`src/rtl/fetch_pc_unit.sv`:
```
// rtl/fetch_pc_unit.sv - RV32 program counter and single-outstanding instruction fetch stage
module fetch_pc_unit #(
    parameter logic [31:0] RESET_PC = 32'h0000_0000
) (
    input  logic        clk,
    input  logic        rst_n,
    input  logic        resolve_valid,
    input  logic [1:0]  flag_branch,
    input  logic [31:0] address_target,
    input  logic        branch_taken,
    input  logic        stall,
    output logic        imem_req,
    output logic [31:0] imem_addr,
    input  logic        imem_gnt,
    input  logic        imem_rvalid,
    input  logic [31:0] imem_rdata,
    output logic        instr_valid,
    output logic [31:0] instr,
    output logic [31:0] instr_pc,
    output logic        flush,
    output logic        misaligned
);

    typedef enum logic [2:0] {
        S_BOOT,
        S_REQ,
        S_WAIT,
        S_OUT,
        S_HALT
    } state_t;

    state_t      r_state;
    logic [31:0] r_pc;
    logic        r_kill;
    logic [31:0] r_instr;
    logic [31:0] r_instr_pc;
    logic        r_flush;
    logic        r_misaligned;

    state_t      w_state_nxt;
    logic [31:0] w_pc_nxt;
    logic        w_kill_nxt;
    logic [31:0] w_instr_nxt;
    logic [31:0] w_instr_pc_nxt;
    logic        w_flush_nxt;
    logic        w_misaligned_nxt;

    logic        w_redir;
    logic        w_redir_act;
    logic [31:0] w_tgt;

    assign w_redir = resolve_valid & ((flag_branch == 2'b01) | (flag_branch == 2'b10) |
                                      ((flag_branch == 2'b11) & branch_taken));
    // JALR clears bit0 of the computed target
    assign w_tgt = {address_target[31:1], address_target[0] & (flag_branch != 2'b10)};
    assign w_redir_act = w_redir & (r_state != S_BOOT) & (r_state != S_HALT);

    always_ff @(posedge clk or negedge rst_n) begin
        if (!rst_n) begin
            r_state      <= S_BOOT;
            r_pc         <= RESET_PC;
            r_kill       <= 1'b0;
            r_instr      <= 32'h0;
            r_instr_pc   <= 32'h0;
            r_flush      <= 1'b0;
            r_misaligned <= 1'b0;
        end else begin
            r_state      <= w_state_nxt;
            r_pc         <= w_pc_nxt;
            r_kill       <= w_kill_nxt;
            r_instr      <= w_instr_nxt;
            r_instr_pc   <= w_instr_pc_nxt;
            r_flush      <= w_flush_nxt;
            r_misaligned <= w_misaligned_nxt;
        end
    end

    always_comb begin
        w_state_nxt      = r_state;
        w_pc_nxt         = r_pc;
        w_kill_nxt       = r_kill;
        w_instr_nxt      = r_instr;
        w_instr_pc_nxt   = r_instr_pc;
        w_flush_nxt      = 1'b0;
        w_misaligned_nxt = r_misaligned;

        case (r_state)
            S_BOOT: w_state_nxt = S_REQ;
            S_REQ: begin
                if (imem_gnt) w_state_nxt = S_WAIT;
            end
            S_WAIT: begin
                if (imem_rvalid) begin
                    if (r_kill) begin
                        w_kill_nxt  = 1'b0;
                        w_state_nxt = S_REQ;
                    end else begin
                        w_instr_nxt    = imem_rdata;
                        w_instr_pc_nxt = r_pc;
                        w_pc_nxt       = r_pc + 32'd4;
                        w_state_nxt    = S_OUT;
                    end
                end
            end
            S_OUT: begin
                if (!stall) w_state_nxt = S_REQ;
            end
            S_HALT: w_state_nxt = S_HALT;
            default: w_state_nxt = S_BOOT;
        endcase

        // Redirect overrides the sequential decisions above, including stall
        if (w_redir_act) begin
            w_instr_nxt    = r_instr;
            w_instr_pc_nxt = r_instr_pc;
            if (w_tgt[1]) begin
                w_misaligned_nxt = 1'b1;
                w_kill_nxt       = 1'b0;
                w_pc_nxt         = r_pc;
                w_state_nxt      = S_HALT;
            end else begin
                w_pc_nxt    = {w_tgt[31:2], 2'b00};
                w_flush_nxt = 1'b1;
                case (r_state)
                    S_REQ: begin
                        if (imem_gnt) begin
                            w_kill_nxt  = 1'b1;
                            w_state_nxt = S_WAIT;
                        end else begin
                            w_state_nxt = S_REQ;
                        end
                    end
                    S_WAIT: begin
                        if (imem_rvalid) begin
                            w_kill_nxt  = 1'b0;
                            w_state_nxt = S_REQ;
                        end else begin
                            w_kill_nxt  = 1'b1;
                            w_state_nxt = S_WAIT;
                        end
                    end
                    default: w_state_nxt = S_REQ;
                endcase
            end
        end
    end

    assign imem_req    = (r_state == S_REQ);
    assign imem_addr   = r_pc;
    assign instr_valid = (r_state == S_OUT);
    assign instr       = r_instr;
    assign instr_pc    = r_instr_pc;
    assign flush       = r_flush;
    assign misaligned  = r_misaligned;

endmodule

```
`config.mk`:
```
export PLATFORM = sky130hd
export DESIGN_NAME = fetch_pc_unit
export DESIGN_NICKNAME = d
export VERILOG_FILES = /design/src/rtl/fetch_pc_unit.sv
export SDC_FILE = /design/constraint.sdc
export NUM_CORES = 1
export LEC_CHECK = 0
export BUFFER_PORTS_ARGS = -buffer_cell sky130_fd_sc_hd__buf_2
export CAP_MARGIN = 20
export CORE_ASPECT_RATIO = 0.8
export CORE_MARGIN = 4
export CORE_UTILIZATION = 40
export DETAILED_ROUTE_END_ITERATION = 8
export GPL_TIMING_DRIVEN = 0
export PLACE_DENSITY_LB_ADDON = 0.12
export SLEW_MARGIN = 0
export SYNTH_ARGS = -nofsm -noshare
export SYNTH_HDL_FRONTEND = slang
export SYNTH_SLANG_ARGS = --single-unit
export TNS_END_PERCENT = 10
```
`constraint.sdc`:
```
create_clock -name clk -period 5.7 [get_ports clk]
set_input_delay 0.855 -clock clk [delete_from_list [all_inputs] [get_ports clk]]
set_output_delay 0.855 -clock clk [all_outputs]
set_load 0.005 [all_outputs]
```
==> metrics.cfg <==
[outcome]
status=finished clean

[worst_setup_path]
rr_startpoint=r_state[1]
cp_slowest_stage_delay_ps=520
crit_chain=buf_2, ha_1, a21oi_1, nor2_1, nand2_1, clkinv_1, a21oi_1, buf_2, o21ai_0, o21ai_0
endpoint_kind=register
start_kind=input port
cp.arrival_ps=3070
startpoint=flag_branch[0]
worst-setup-path-type=input port to register
cp_slowest_cell=a21oi_1
required_ps=5970
cp_max_fo=10

[global_route]
grt-ovfl-total=0
grt_pass1_vias=4292
grt.total_usage=0.210
grt_max_degree=69
grt_pass1_wl_um=22600
antenna_found_initial=0

[synthesis]
syn_inst=540
synth_area_leaders=dfrtp_1, nand2_1, a21oi_1
synth_edf_count=0
ys_ff_latch=98
synth-async-reset-ratio=1.00
synth_most_common_cell=nand2_1
yosys_warnings=0
synth_top_area_cell=dfrtp_1
syn_avg_cell_area_um2=8.62
yosysTopAreaCellShare=0.527
synth_flop_cell=dfrtp_1
synth.yosys.seq_area_share=0.527
synth_commonest_cells=nand2_1, dfrtp_1, a21oi_1
yosysUniqueCellTypes=58
syn-cell-area_um2=4660

[detailed_routing]
vias_per_cell=5.20
firstDrtPassIters=6
avgRoutedWirePerCell_um=16.4
ant_nets=0
drtIter0Drc=348
routed_wl_um=14300
drc_errors=0
num_vias=4532

[sta]
max_freq_mhz=357
hold_viol=0
min_period_ps=2800
drv_slew=0
setup_viol=0
finalClockSkew_ps=8.42
slew_headroom=0.566
rsz0062_at_grt=false
finalSetupTns_ps=0
worstMarginPinSlew_ps=646
fin_crit_sh=0.492

[clock_network]
cts_hold_buf=0
post_cts_buffers=0
cts_tree=built
cts_inserted_buffers=9
cts_resized=0
path_clk_slew_ps=70
clockBufferDepth=2
cts_sinks=98
insertion_delay_ps=350
h-tree-depth=3
ctsRootBufferMaster=clkbuf_16

[finish]
final_util=0.542
fin_nets=798
fillers=1046
area_growth_pct=29.1
diodes=0
drive_above_1_share=0.293

[floorplanning]
core_area_um2=11100
initial_core_util=0.419
ioPinCount=173
rows=34
die-area_um2=13400
die_y_um=105
fp.dieW_um=129

[pwr]
power.internal_mw=1.87
power_density_nw_per_um2=510
clockPowerShare=0.193
p_sw_mw=1.20
peakVddDrop_uv=203
swShare=0.391
pwr-share-seq=0.430
combPwrFrac=0.377
power_leakage_nw=3.13

[worst_hold_path]
min_path_type=input port to asynchronous set/reset pin

[placed_design]
gp_congestion=0.860
dpl.hpwl_um=10700
port-buffer-count=167

[run]
drv_cap=0

cell families after synthesis:
logic type | share of synthesized area
adders and majority gates | 0.00537
and+or+nand+nor | 0.299
other | 0.000805
buffers and inverters | 0.0363
AOI/OAI and AO/OA | 0.130
DFF | 0.527
muxes | 0.00215
power groups by stage:
stage / clock [mW] / sequential, mW / combinational, mW
floorplan: 0 / 1.31 / 0.598
detailed placement: 0 / 1.32 / 1.17
global placement: 0 / 1.31 / 1.14
finish: 0.592 / 1.32 / 1.16
CTS: 0.609 / 1.32 / 1.17
global route: 0.636 / 1.37 / 1.30
worst max-delay path: cells and delay by family:
kind            cells  cell delay (ps)
buf+inv             3              670
simple gates        2              260
compound gates      4             1010
fa+ha+maj           1              280
placed cells by master, fill, tap and decap left out, types with 3 or more instances in the layout:
master / instances
clkbuf_16: 9
a21oi_1: 30
inv_1: 3
nand3_1: 19
dfrtp_1: 98
o221a_2: 3
a31oi_1: 6
a22oi_1: 4
conb_1: 4
o22ai_1: 5
and3_1: 6
o21ai_0: 20
nand2_1: 206
nor3_1: 8
buf_2: 175
clkbuf_1: 22
nor4_1: 4
nor2_1: 26
a211oi_1: 6
buf_4: 6
nand4_1: 8
clkbuf_8: 3
nor4_4: 3
path summary, 6_finish.rpt:
check                      depth (start not counted)  slack, ps            end
setup reg to reg                                   9       3340  imem_addr[13]
min in group clk                                   1        460     misaligned
hold reg to reg                                    1        460     misaligned
max in group asynchronous                          2       4570         r_kill
hold / removal                                     1        440   instr_pc[15]
setup / recovery                                  10       2900  imem_addr[13]
layout make-up:
class	instances	area (um2)	share of cell area
Sequential cell	98	2450	0.408
Multi-Input combinational cell	407	2050	0.340
Timing Repair Buffer	169	873	0.145
Clock buffer	13	270	0.0449
Tap cell	144	180	0.0300
Buffer	34	154	0.0256
Clock inverter	3	21.3	0.00354
Inverter	4	15.0	0.00250
per-layer routing:
| layer | global-route usage | vias to the layer above | part of all wire |
|---|---|---|---|
| met1 | 0.301 | 2109 | 0.45 |
| li1 | - | 2199 | - |
| met3 | 0.0570 | 22 | 0.089 |
| met2 | 0.314 | 202 | 0.44 |
| met5 | 0 | - | 0 |
| met4 | 0.0607 | 0 | 0.018 |
registers in the layout (all words and copies together), names as in the netlist:
| signal | cells |
|---|---|
| imem_addr | 30 |
| flush | 1 |
| misaligned | 1 |
| r_state | 3 |
| instr_pc | 30 |
| r_kill | 1 |
| instr | 32 |
stage by stage:
step	hold WS (ps)	cells	power (mW)	instance area, um2	worst slack, ps
3_5_place_dp	449	856	2.49	5720	2560
6_report	444	872	3.07	6010	2900
3_3_place_gp	452	854	2.45	5680	2320
5_1_grt	472	872	3.31	6010	2690
2_1_floorplan	459	543	1.90	4670	3280
4_1_cts	448	872	3.10	6010	2920
No activity file was read; power rests on OpenSTA's default activity.
